### src/rtl/ebpc_pkg.sv
// Shared types for the encoder back end.
// Holds the packer FSM state encoding.
package ebpc_pkg;

  typedef enum logic {
    PK_RUN,
    PK_FLUSH
  } packer_state_t;

endpackage

### src/rtl/var_len_packer.sv
// Packs MSB-aligned variable-length codewords into OUT_W-bit words.
// Define EBPC_PACKER_PADCNT_EN to add the pad_bits_o output.
module var_len_packer
  import ebpc_pkg::*;
#(
  parameter int IN_W  = 8,
  parameter int OUT_W = 8
) (
  input  logic                       clk_i,
  input  logic                       rst_ni,
  input  logic [IN_W-1:0]            data_i,
  input  logic [$clog2(IN_W+1)-1:0]  len_i,
  input  logic                       flush_i,
  input  logic                       vld_i,
  output logic                       rdy_o,
  output logic [OUT_W-1:0]           data_o,
  output logic                       last_o,
  output logic                       vld_o,
  input  logic                       rdy_i,
  output logic                       idle_o
`ifdef EBPC_PACKER_PADCNT_EN
  ,
  output logic [$clog2(OUT_W)-1:0]   pad_bits_o
`endif
);

  localparam int BUF_W = IN_W + OUT_W;
  localparam int CNT_W = $clog2(BUF_W + 1);
  localparam int LEN_W = $clog2(IN_W + 1);
  localparam logic [CNT_W-1:0] OUT_C = CNT_W'(OUT_W);

  packer_state_t    state_q, state_d;
  logic [BUF_W-1:0] buf_q, buf_d;
  logic [CNT_W-1:0] cnt_q, cnt_d;

  logic             run;
  logic             pop;
  logic             acc;
  logic [CNT_W-1:0] avail;
  logic [IN_W-1:0]  code_m;
  logic [BUF_W-1:0] code_ext;
  logic [BUF_W-1:0] buf_sh;

  assign run    = (state_q == PK_RUN);
  assign vld_o  = run ? (cnt_q >= OUT_C)
                      : (cnt_q != '0);
  assign last_o = !run && (cnt_q != '0)
                && (cnt_q <= OUT_C);
  assign data_o = buf_q[BUF_W-1 -: OUT_W];

  assign pop = vld_o && rdy_i;

  // A flush pop of a short final word empties the buffer.
  assign avail = !pop ? cnt_q
               : (cnt_q > OUT_C) ? cnt_q - OUT_C
               : '0;

  assign rdy_o  = run && (avail < OUT_C);
  assign acc    = vld_i && rdy_o;
  assign idle_o = run && (cnt_q == '0) && !acc;

  assign code_m   = data_i & ~({IN_W{1'b1}} >> len_i);
  assign code_ext = {code_m, {OUT_W{1'b0}}} >> avail;
  assign buf_sh   = pop ? (buf_q << OUT_W) : buf_q;

  always_comb begin
    state_d = state_q;
    buf_d   = buf_sh;
    cnt_d   = avail;
    case (state_q)
      PK_RUN: begin
        if (acc) begin
          buf_d = buf_sh | code_ext;
          cnt_d = avail + CNT_W'(len_i);
        end
        if (flush_i && rdy_o && cnt_d != '0) begin
          state_d = PK_FLUSH;
        end
      end
      PK_FLUSH: begin
        if (pop && cnt_q <= OUT_C) begin
          buf_d   = '0;
          cnt_d   = '0;
          state_d = PK_RUN;
        end
      end
      default: begin
        buf_d   = '0;
        cnt_d   = '0;
        state_d = PK_RUN;
      end
    endcase
  end

  always_ff @(posedge clk_i or negedge rst_ni) begin
    if (!rst_ni) begin
      state_q <= PK_RUN;
      buf_q   <= '0;
      cnt_q   <= '0;
    end else begin
      state_q <= state_d;
      buf_q   <= buf_d;
      cnt_q   <= cnt_d;
    end
  end

`ifdef EBPC_PACKER_PADCNT_EN
  localparam int PAD_W = $clog2(OUT_W);

  assign pad_bits_o = last_o
                    ? PAD_W'(OUT_C - cnt_q)
                    : '0;
`endif

`ifndef SYNTHESIS
  logic [BUF_W-1:0] low_mask;

  assign low_mask = {BUF_W{1'b1}} >> cnt_q;

  a_len : assert property (
    @(posedge clk_i) disable iff (!rst_ni)
    vld_i |-> (len_i <= LEN_W'(IN_W)));

  a_cnt : assert property (
    @(posedge clk_i) disable iff (!rst_ni)
    cnt_q <= CNT_W'(BUF_W - 1));

  a_clean : assert property (
    @(posedge clk_i) disable iff (!rst_ni)
    (buf_q & low_mask) == '0);
`endif

endmodule

### config.mk
export PLATFORM = sky130hd
export DESIGN_NAME = var_len_packer
export DESIGN_NICKNAME = d
export VERILOG_FILES = /design/src/rtl/ebpc_pkg.sv /design/src/rtl/var_len_packer.sv
export SDC_FILE = /design/constraint.sdc
export NUM_CORES = 1
export LEC_CHECK = 0
export BUFFER_PORTS_ARGS = -buffer_cell sky130_fd_sc_hd__buf_2
export CAP_MARGIN = 20
export CORE_ASPECT_RATIO = 0.75
export CORE_MARGIN = 1.5
export CORE_UTILIZATION = 26
export CTS_CLUSTER_DIAMETER = 60
export DETAILED_ROUTE_END_ITERATION = 6
export PLACE_DENSITY_LB_ADDON = 0.08
export SYNTH_ARGS = -nofsm -noshare
export SYNTH_HDL_FRONTEND = slang
export SYNTH_SLANG_ARGS = --single-unit
### constraint.sdc
create_clock -name clk_i -period 2.21 [get_ports clk_i]
set_input_delay 0.1105 -clock clk_i [delete_from_list [all_inputs] [get_ports clk_i]]
set_output_delay 0.1105 -clock clk_i [all_outputs]
set_load 0.005 [all_outputs]
==> results of run 1 <==
-- cell usage after synthesis (all sizes together) (2+ instances only) --
library cell,number
a211o,2
a21o,2
a21oi,5
a222oi,4
a22oi,4
a31oi,3
and2,3
and3,2
buf,12
dfrtp,22
ha,5
inv,7
mux2,2
mux2i,9
nand2,17
nand2b,4
nand4,3
nor2,5
nor3,4
nor3b,2
o211ai,3
o21a,2
o21ai,14
o221ai,3
o22ai,3
o31ai,2
xnor2,2
-- worst max-delay path: cells and delay by family (launching register included) --
kind | cells | cell delay (ns)
flip-flops | 1 | 0.38
AO/OA/AOI/OAI | 4 | 0.59
AND/OR/NAND/NOR | 3 | 0.33
adder cells (fa/ha/maj) | 2 | 0.52
buffers and inverters | 2 | 0.20
-- flip-flops by register name, summed over array words and instances (netlist names) --
name,count
buf_q,16
cnt_q,5
state_q,1
-- repair_timing --
item / in CTS / in global routing
setup buffers: 0 / 1
hold buffers: 1 / 0
setup endpoints to repair: 0 / 1
gates resized for setup: 0 / 6
endpoints found under the hold margin: 22 / 0
-- layout by cell type (no fill, tap or decap), types with 3 or more instances in the layout --
| cell type | instances |
|---|---|
| a21oi_1 | 4 |
| a222oi_1 | 4 |
| a22oi_1 | 3 |
| a31oi_1 | 3 |
| and2_1 | 3 |
| buf_2 | 28 |
| buf_4 | 14 |
| clkbuf_8 | 3 |
| dfrtp_1 | 22 |
| ha_1 | 4 |
| inv_1 | 5 |
| mux2i_1 | 9 |
| nand2_1 | 14 |
| nand2b_1 | 4 |
| nand4_1 | 3 |
| nor2_1 | 5 |
| nor3_1 | 3 |
| o211ai_1 | 3 |
| o21ai_0 | 11 |
| o221ai_1 | 3 |
| o22ai_1 | 3 |
-- power breakdown --
part	switching [mW]	total [mW]	internal, mW
Combinational	0.770	1.43	0.660
Sequential	0.125	0.667	0.543
Clock	0.133	0.255	0.122
Total	1.03	2.35	1.32
-- kinds of logic after synthesis --
logic type / share of synthesized area
AND/OR/NAND/NOR: 0.173
adder cells (fa/ha/maj): 0.0534
AO/OA/AOI/OAI: 0.251
buffers and inverters: 0.0818
flip-flops: 0.356
multiplexers: 0.0729
XOR/XNOR: 0.0113
-- metal layers --
| metal | global-route usage | part of all wire |
|---|---|---|
| met1 | 0.224 | 0.53 |
| met2 | 0.228 | 0.42 |
| met3 | 0.0318 | 0.043 |
| met4 | 0.0342 | 0.0086 |
| met5 | 0 | 0 |
-- per-stage QoR --
| stage | hold slack, ns | instance area [sq um] | setup slack [ns] | total power, mW |
|---|---|---|---|---|
| 2_1_floorplan | -0.185 | 1570 | 0.0204 | 1.65 |
| 3_3_place_gp | 0.115 | 1800 | 0.0416 | 2.05 |
| 3_5_place_dp | 0.124 | 1800 | 0.0266 | 2.05 |
| 4_1_cts | 0.0896 | 1850 | 0.00127 | 2.32 |
| 5_1_grt | 0.107 | 1890 | -0.0497 | 2.56 |
| 6_report | 0.0936 | 1890 | 0.0677 | 2.35 |
-- worst paths after layout --
| path | end | slack (ns) | from |
|---|---|---|---|
| hold reg to reg | buf_q[3]$_DFF_PN0_ | 0.49 | buf_q[3]$_DFF_PN0_ |
| max in group asynchronous | cnt_q[3]$_DFF_PN0_ | 1.49 | rst_ni |
| setup reg to reg | state_q$_DFF_PN0_ | 0.07 | cnt_q[3]$_DFF_PN0_ |
| min in group asynchronous | buf_q[3]$_DFF_PN0_ | 0.36 | rst_ni |
| setup / recovery | state_q$_DFF_PN0_ | 0.07 | cnt_q[3]$_DFF_PN0_ |
| hold / removal | state_q$_DFF_PN0_ | 0.09 | flush_i |
-- area by class of cell --
type	instances	area [sq um]	share of cell area
Clock buffer	3	41.3	0.0218
Multi-Input combinational cell	120	908	0.480
Sequential cell	22	551	0.291
Inverter	7	28.8	0.0152
Timing Repair Buffer	44	267	0.141
Tap cell	78	97.6	0.0516
==> impl_metrics.tcl, run 1 <==
set metrics [dict create \
    drt_iter0_drc 64 \
    yosys_register_bits 22 \
    hold_depth 3 \
    leakage_nw 0.896 \
    dp_cells 269 \
    area_delta_synth_final_pct 22.5 \
    seq_area_frac_synth 0.356 \
    dr_total_vias 1418 \
    numCtsBuffers 3 \
    firstDrtPassIters 5 \
    cp_slowest_stage_delay_ns 0.38 \
    fin_crit_sh 0.969 \
    start_kind "flip-flop" \
    cp_cell_sequence "nand4bb_1 -> buf_6 -> nand2_8 -> inv_4 -> ha_4 -> fa_2 -> a21o_1 -> a21oi_2 -> a31oi_1 -> o211ai_1 -> nand2_1" \
    cap_violations 0 \
    tns_ns 0 \
    maxSlewViolCount 0 \
    slew_headroom 0.412 \
    layout-drive-gt1-share 0.316 \
    gr-total-overflow 0 \
    endpoint_kind "flip-flop" \
    cpMaxStageDelayCell "dfrtp_1" \
    clk_path_buf_depth 2 \
    rsz0062_at_grt "true" \
    io_buffer_count 28 \
    setup_violations 0 \
    synth_edf_count 0 \
    cts_tree "yes" \
    gp_congestion 0.807 \
    start_util 0.268 \
    synthTopCellsByArea "dfrtp_1 (36%), mux2i_1 (5.8%), ha_1 (4.0%)" \
    antenna_found_initial 0 \
    final.min_clock_period_ns 2.14 \
    htreeDepth 1 \
    max_freq_ghz 0.467 \
    synthCells 162 \
    cts.sinks 22 \
    nFillCells 608 \
    hpwl_mm 3.44 \
    finish.utilization 0.328 \
    power.density_nw_per_um2 1240 \
    finalNonFillerCells 274 \
    clk_latency_ns 0.26 \
    die_h_um 69.8 \
    clock_skew_ns 0.00206 \
    hold_class "input port to flip-flop" \
    synth_top_area_frac 0.356 \
    ios 29 \
    n_antenna_cell 0 \
    wl_per_cell_um 16.1 \
    ir_drop_mv 0.363 \
    coreArea_sq_um 5770 \
    ant_nets 0 \
    worst_slew_pin_slew_ns 0.878 \
    synth.distinct_cells 52 \
    grt_max_degree 23 \
    outcome "finished, final reports clean" \
    critPathArrivalTime_ns 2.29 \
    required_ns 2.36 \
    first_global_vias 1411 \
    ys_async_sr_fraction 1.00 \
    hold_violations 0 \
    die_area_sq_um 6420 \
    reg2regPathDepth 11 \
    die_w_um 92.0 \
    worstPathMaxFanout 6 \
    drt-total-wl_mm 4.40 \
    path_class "flip-flop to flip-flop" \
    nNetsFinal 221 \
    yosysTopAreaCell "dfrtp_1" \
    vias_per_cell 5.18 \
    synth_area_sq_um 1550 \
    rows 24 \
    grt_pass1_wl_mm 7.60 \
    root_buffer "clkbuf_8" \
    grt_usage 0.152 \
    synth_fp_nets 185 \
    yosysWarnings 0 \
    synth_area_per_cell_sq_um 9.54 \
    drc 0 \
    synth_ff_type "dfrtp_1" \
    clk_pin_slew_worst_paths_ns 0.08 \
]
No activity file was read; power rests on OpenSTA's default activity.
==> run 2, diff against run 1 <==
- BUFFER_PORTS_ARGS: -buffer_cell sky130_fd_sc_hd__buf_2 -> unset
- CORE_MARGIN: 1.5 -> 2
- DONT_BUFFER_PORTS: unset -> 1
- HOLD_SLACK_MARGIN: unset -> 0.12
==> run 2 against run 1 <==
  * The run now ends with setup timing left
  * Cell area hardly changed
  * Sequential share of layout area hardly changed
  * Final cell count is 5.5% lower
  * Clock power is 18% higher
  * Sequential cell count stayed put
  * Critical endpoint unchanged
  * Worst setup slack worse by 0.070 ns
  * Via count is 4.4% lower
  * Critical path depth stayed put
  * Die area is 2.5% higher
==> impl_metrics.tcl, run 2 (synthesis gave the netlist of run 1 again) <==
set metrics [dict create \
    final.min_clock_period_ns 2.21 \
    final_common_cell "dfrtp_1" \
    die_h_um 70.8 \
    reg2reg_from "cnt_q[3]$_DFF_PN0_" \
    crit_start "cnt_q[3]$_DFF_PN0_" \
    cp_cell_sequence "nand4bb_1 -> buf_6 -> nand2_8 -> inv_6 -> ha_4 -> fa_2 -> a21o_1 -> a21oi_2 -> a31oi_1 -> o211ai_1 -> nand2_1" \
    clk_latency_ns 0.27 \
    rows 24 \
    cp_slowest_stage_delay_ns 0.40 \
    reg_top3 "buf_q x16, cnt_q x5, state_q x1" \
    coreArea_sq_um 5770 \
    hold_class "input port to flip-flop" \
    timing.hold.ws_ns 0.118 \
    antenna_found_initial 0 \
    drc 0 \
    fin_ws_ns -0.00214 \
    rsz0062_at_grt "true" \
    setup_violations 1 \
    outcome "finished, violations left" \
    cp_top_family "compound AO/OA/AOI/OAI gates" \
    hold_violations 0 \
    grt_pass1_wl_mm 7.40 \
    start_kind "flip-flop" \
    nNetsFinal 205 \
    hpwl_mm 3.40 \
    die_area_sq_um 6580 \
    gp_congestion 0.788 \
    dr_total_vias 1355 \
    numCtsBuffers 3 \
    fin_crit_sh 1.00 \
    cap_violations 0 \
    layout-drive-gt1-share 0.232 \
    regMostFlops "buf_q" \
    worst_slew_pin_slew_ns 0.887 \
    violations "setup timing" \
    root_buffer "clkbuf_8" \
    grt_max_degree 23 \
    slew_headroom 0.406 \
    vias_per_cell 5.23 \
    start_util 0.268 \
    ir_drop_mv 0.309 \
    cts_tree "yes" \
    max_freq_ghz 0.452 \
    min_from "len_i[0]" \
    maxSlewViolCount 0 \
    layout_common_cells "dfrtp_1 (22), buf_4 (20), nand2_1 (14), o21ai_0 (11), mux2i_1 (9)" \
    required_ns 2.37 \
    ant_nets 0 \
    area_delta_synth_final_pct 22.4 \
    n_antenna_cell 0 \
    endpoint_kind "flip-flop" \
    gr-total-overflow 0 \
    drt-total-wl_mm 4.48 \
    nFillCells 612 \
    path_class "flip-flop to flip-flop" \
    largest_register_ffs 16 \
    critPathBufInv 2 \
    grt_usage 0.144 \
    power.density_nw_per_um2 1270 \
    clock_skew_ns 0.00663 \
    cts.sinks 22 \
    io_buffer_count 0 \
    htreeDepth 1 \
    leakage_nw 0.840 \
    critPathArrivalTime_ns 2.37 \
    die_w_um 93.0 \
    clk_pin_slew_worst_paths_ns 0.09 \
    cpMaxStageDelayCell "fa_2" \
    clk_path_buf_depth 2 \
    drt_iter0_drc 69 \
    worstPathMaxFanout 5 \
    post-place-ws_ns -0.0186 \
    wl_per_cell_um 17.3 \
    firstDrtPassIters 4 \
    ios 29 \
    first_global_vias 1421 \
]
-- run 2: metrics by stage --
stage / std cells / total power, mW / setup TNS [ns] / area (sq um) / utilization
after floorplan: 162 / 1.65 / 0 / 1570 / -
after global placement: 242 / 1.98 / 0 / 1670 / 0.290
after detailed placement: 242 / 1.96 / -0.0186 / 1670 / 0.290
after CTS: 256 / 2.33 / 0 / 1830 / 0.318
after global routing: 259 / 2.60 / -0.154 / 1890 / 0.328
final: 259 / 2.40 / -0.00214 / 1890 / 0.328
-- run 2: power by group --
| part | internal (mW) | switching, mW |
|---|---|---|
| Combinational | 0.662 | 0.767 |
| Clock | 0.159 | 0.141 |
| Sequential | 0.543 | 0.129 |
| Total | 1.36 | 1.04 |
-- run 2: layout make-up --
class,count,area [sq um],area share
tap,78,97.6,0.0516
multi-input combinational,120,913,0.483
timing repair buffer,28,241,0.128
clock buffer,4,55.1,0.0291
inverter,7,33.8,0.0179
sequential,22,551,0.291
-- run 2: final timing paths --
path,slack [ns],endpoint,depth (start not counted)
max,-0.002,state_q$_DFF_PN0_,11
min,0.12,cnt_q[0]$_DFF_PN0_,2
max reg2reg,-0.002,state_q$_DFF_PN0_,11
min reg2reg,0.49,buf_q[4]$_DFF_PN0_,2
max in group asynchronous,1.78,buf_q[0]$_DFF_PN0_,2
min in group asynchronous,0.28,cnt_q[4]$_DFF_PN0_,2
-- run 2: repair_timing --
action / in CTS / in global routing
cloned: 0 / 0
buffers inserted: 3 / 3
hold buffers: 7 / 0
pin swaps: 1 / 8
resized for setup: 1 / 8
endpoints found under the hold margin: 27 / 0
setup endpoints to repair: 1 / 3
-- run 2: per-layer routing --
| layer | global-route usage | up-vias | wire (um) |
|---|---|---|---|
| li1 | - | 646 | - |
| met5 | 0 | - | 0 |
| met1 | 0.211 | 677 | 2210 |
| met2 | 0.213 | 25 | 2010 |
| met3 | 0.0383 | 7 | 200 |
| met4 | 0.0327 | 0 | 60 |
-- run 2: worst reg2reg max path: stages (launching register included) --
cell       delay, ns
dfrtp_1         0.38
nand4bb_1       0.21
buf_6           0.16
nand2_8         0.07
inv_6           0.04
ha_4            0.15
fa_2            0.40
a21o_1          0.18
a21oi_2         0.17
a31oi_1         0.11
o211ai_1        0.18
nand2_1         0.07
==> run 3, diff against run 2 <==
- REMOVE_ABC_BUFFERS: unset -> 1
- clock period: 2.21 -> 1.8 ns (I/O delays scaled with it)
==> run 3 against run 2 <==
  * Sequential share of layout area down 4.9 points
  * The run still ends with setup timing left
  * Hold slack better by 0.049 ns
  * Sequential power up 19%
  * Die area unchanged
  * Clock-buffer cell count unchanged
  * Global-route usage up 1.2 points
  * Utilization up 6.6 points
==> impl_metrics.tcl, run 3 (synthesis gave the netlist of run 1 again) <==
set metrics [dict create \
    ant_nets 0 \
    clock_skew_ns 0.00303 \
    hold_depth 3 \
    nNetsFinal 224 \
    setup_violations 4 \
    power.internal_mw 2.14 \
    ir_drop_mv 0.546 \
    p_seq_frac 0.217 \
    total_power_mw 3.69 \
    met3_usage 0.0362 \
    max_freq_ghz 0.486 \
    pwr-share-clk 0.099 \
    gr-total-overflow 0 \
    final.min_clock_period_ns 2.06 \
    cp_cell_sequence "nand4bb_4 -> nand2_4 -> inv_4 -> ha_4 -> fa_2 -> buf_4 -> xnor2_4 -> a31oi_1 -> o211ai_1 -> nand2_1" \
    n_antenna_cell 0 \
    endpoint_kind "flip-flop" \
    die_h_um 70.8 \
    cpMaxStageDelayCell "dfrtp_1" \
    io_buffer_count 0 \
    grt_usage 0.156 \
    path_class "flip-flop to flip-flop" \
    power.density_nw_per_um2 1630 \
    clk_latency_ns 0.26 \
    drt-total-wl_mm 5.13 \
    firstDrtPassIters 5 \
    final_common_cell "buf_4" \
    worstPathMaxFanout 4 \
    p_comb_frac 0.683 \
    worst_slew_pin_slew_ns 0.660 \
    coreArea_sq_um 5770 \
    reg2regPathDepth 10 \
    start_util 0.268 \
    switchingPower_mw 1.55 \
    layout_common_cells "buf_4 (33), dfrtp_1 (22), nand2_1 (14), o21ai_0 (8), dlygate4sd3_1 (7)" \
    rrSetupSlack_ns -0.26 \
    grt_pass1_wl_mm 7.96 \
    drc 0 \
    critPathBufInv 2 \
    largest_register_ffs 16 \
    root_buffer "clkbuf_8" \
    ios 29 \
    numCtsBuffers 3 \
    post-place-ws_ns -0.494 \
    wl_per_cell_um 18.5 \
    required_ns 1.95 \
    start_kind "flip-flop" \
    critPathArrivalTime_ns 2.21 \
    timing.hold.ws_ns 0.167 \
    maxSlewViolCount 0 \
    hpwl_mm 3.52 \
    hold_violations 0 \
    fin_ws_ns -0.256 \
    layout-drive-gt1-share 0.435 \
    slew_headroom 0.556 \
    cts_tree "yes" \
    min_from "rdy_i" \
    p_sw_frac 0.421 \
    area_delta_synth_final_pct 47.0 \
    cp_top_family "adder cells" \
    gp_congestion 0.758 \
    rows 24 \
    busiest_layer "met2" \
    die_area_sq_um 6580 \
    htreeDepth 1 \
    clk_path_buf_depth 2 \
    violations "setup timing" \
    regMostFlops "buf_q" \
    first_global_vias 1518 \
    grt_use_met1 0.210 \
    reg_top3 "buf_q x16, cnt_q x5, state_q x1" \
    cap_violations 0 \
    reg2reg_from "cnt_q[3]$_DFF_PN0_" \
    vias_per_cell 5.26 \
    clk_pin_slew_worst_paths_ns 0.09 \
    outcome "finished, violations left" \
    r2r-end "state_q$_DFF_PN0_" \
    leakage_nw 0.953 \
    globalRouteMet2Util 0.263 \
    hold_class "input port to flip-flop" \
    cts.sinks 22 \
    rsz0062_at_grt "true" \
    drt_iter0_drc 93 \
    fin_crit_sh 1.14 \
    antenna_found_initial 0 \
    die_w_um 93.0 \
    grt_max_degree 23 \
    hold_end "cnt_q[4]$_DFF_PN0_" \
    dr_total_vias 1462 \
    finish.utilization 0.394 \
    tns_ns -0.532 \
    cp_slowest_stage_delay_ns 0.39 \
]
## run 3: cell types whose count changed in the layout (fill, tap and decap cells not counted), sizes merged
cell         change
dlygate4sd3      +1
nand2            +1
buf             +17
## run 3: cell type report
cell class | instances | area [sq um]
fillers | 603 | 3490
multi-input cells | 121 | 1150
flip-flops and latches | 22 | 551
repair buffers | 46 | 389
well taps | 78 | 97.6
clock buffers | 4 | 55.1
inverters | 7 | 31.3
## run 3: how the worst max path moves through the flow
| stage | startpoint | to | slack (ns) | cells past startpoint |
|---|---|---|---|---|
| floorplan | cnt_q[3]$_DFF_PN0_ | state_q$_DFF_PN0_ | -0.68 | 10 |
| global placement | cnt_q[3]$_DFF_PN0_ | state_q$_DFF_PN0_ | -0.46 | 10 |
| detailed placement | cnt_q[3]$_DFF_PN0_ | state_q$_DFF_PN0_ | -0.49 | 10 |
| CTS | cnt_q[4]$_DFF_PN0_ | state_q$_DFF_PN0_ | -0.24 | 10 |
| global route | cnt_q[3]$_DFF_PN0_ | state_q$_DFF_PN0_ | -0.37 | 10 |
| finish | cnt_q[3]$_DFF_PN0_ | state_q$_DFF_PN0_ | -0.26 | 10 |
## run 3: per-layer routing
layer  vias to the layer above  share of wire  wire length, um
met2                        36           0.50             2540
li1                        686              -                -
met4                         0         0.0055               28
met1                       738           0.45             2330
met3                         2          0.045              233
met5                         -              0                0
## run 3: power groups by stage
stage,combinational [mW],clock (mW),sequential [mW]
2_1_floorplan,1.01,0,0.814
3_3_place_gp,1.75,0,0.792
3_5_place_dp,1.75,0,0.796
4_1_cts,2.23,0.381,0.801
5_1_grt,2.73,0.399,0.820
6_report,2.52,0.367,0.802
## run 3: repair_timing
item / 4_1_cts / 5_1_grt
cloned: 1 / 0
hold buffers: 6 / 1
resized for setup: 29 / 25
setup buffers: 7 / 8
pin swaps: 16 / 15
setup endpoints to repair: 16 / 21
endpoints found under the hold margin: 33 / 7
## run 3: worst min-delay path: cells and delay by family
| kind | cells | cell delay, ns |
|---|---|---|
| compound gates | 1 | 0.06 |
| buf+inv | 1 | 0.12 |
| simple gates | 1 | 0.13 |
## run 3: per-stage QoR
| step | instance area [sq um] | cells |
|---|---|---|
| 2_1_floorplan | 1450 | 149 |
| 3_3_place_gp | 1760 | 256 |
| 3_5_place_dp | 1760 | 256 |
| 4_1_cts | 2100 | 272 |
| 5_1_grt | 2270 | 278 |
| 6_report | 2270 | 278 |
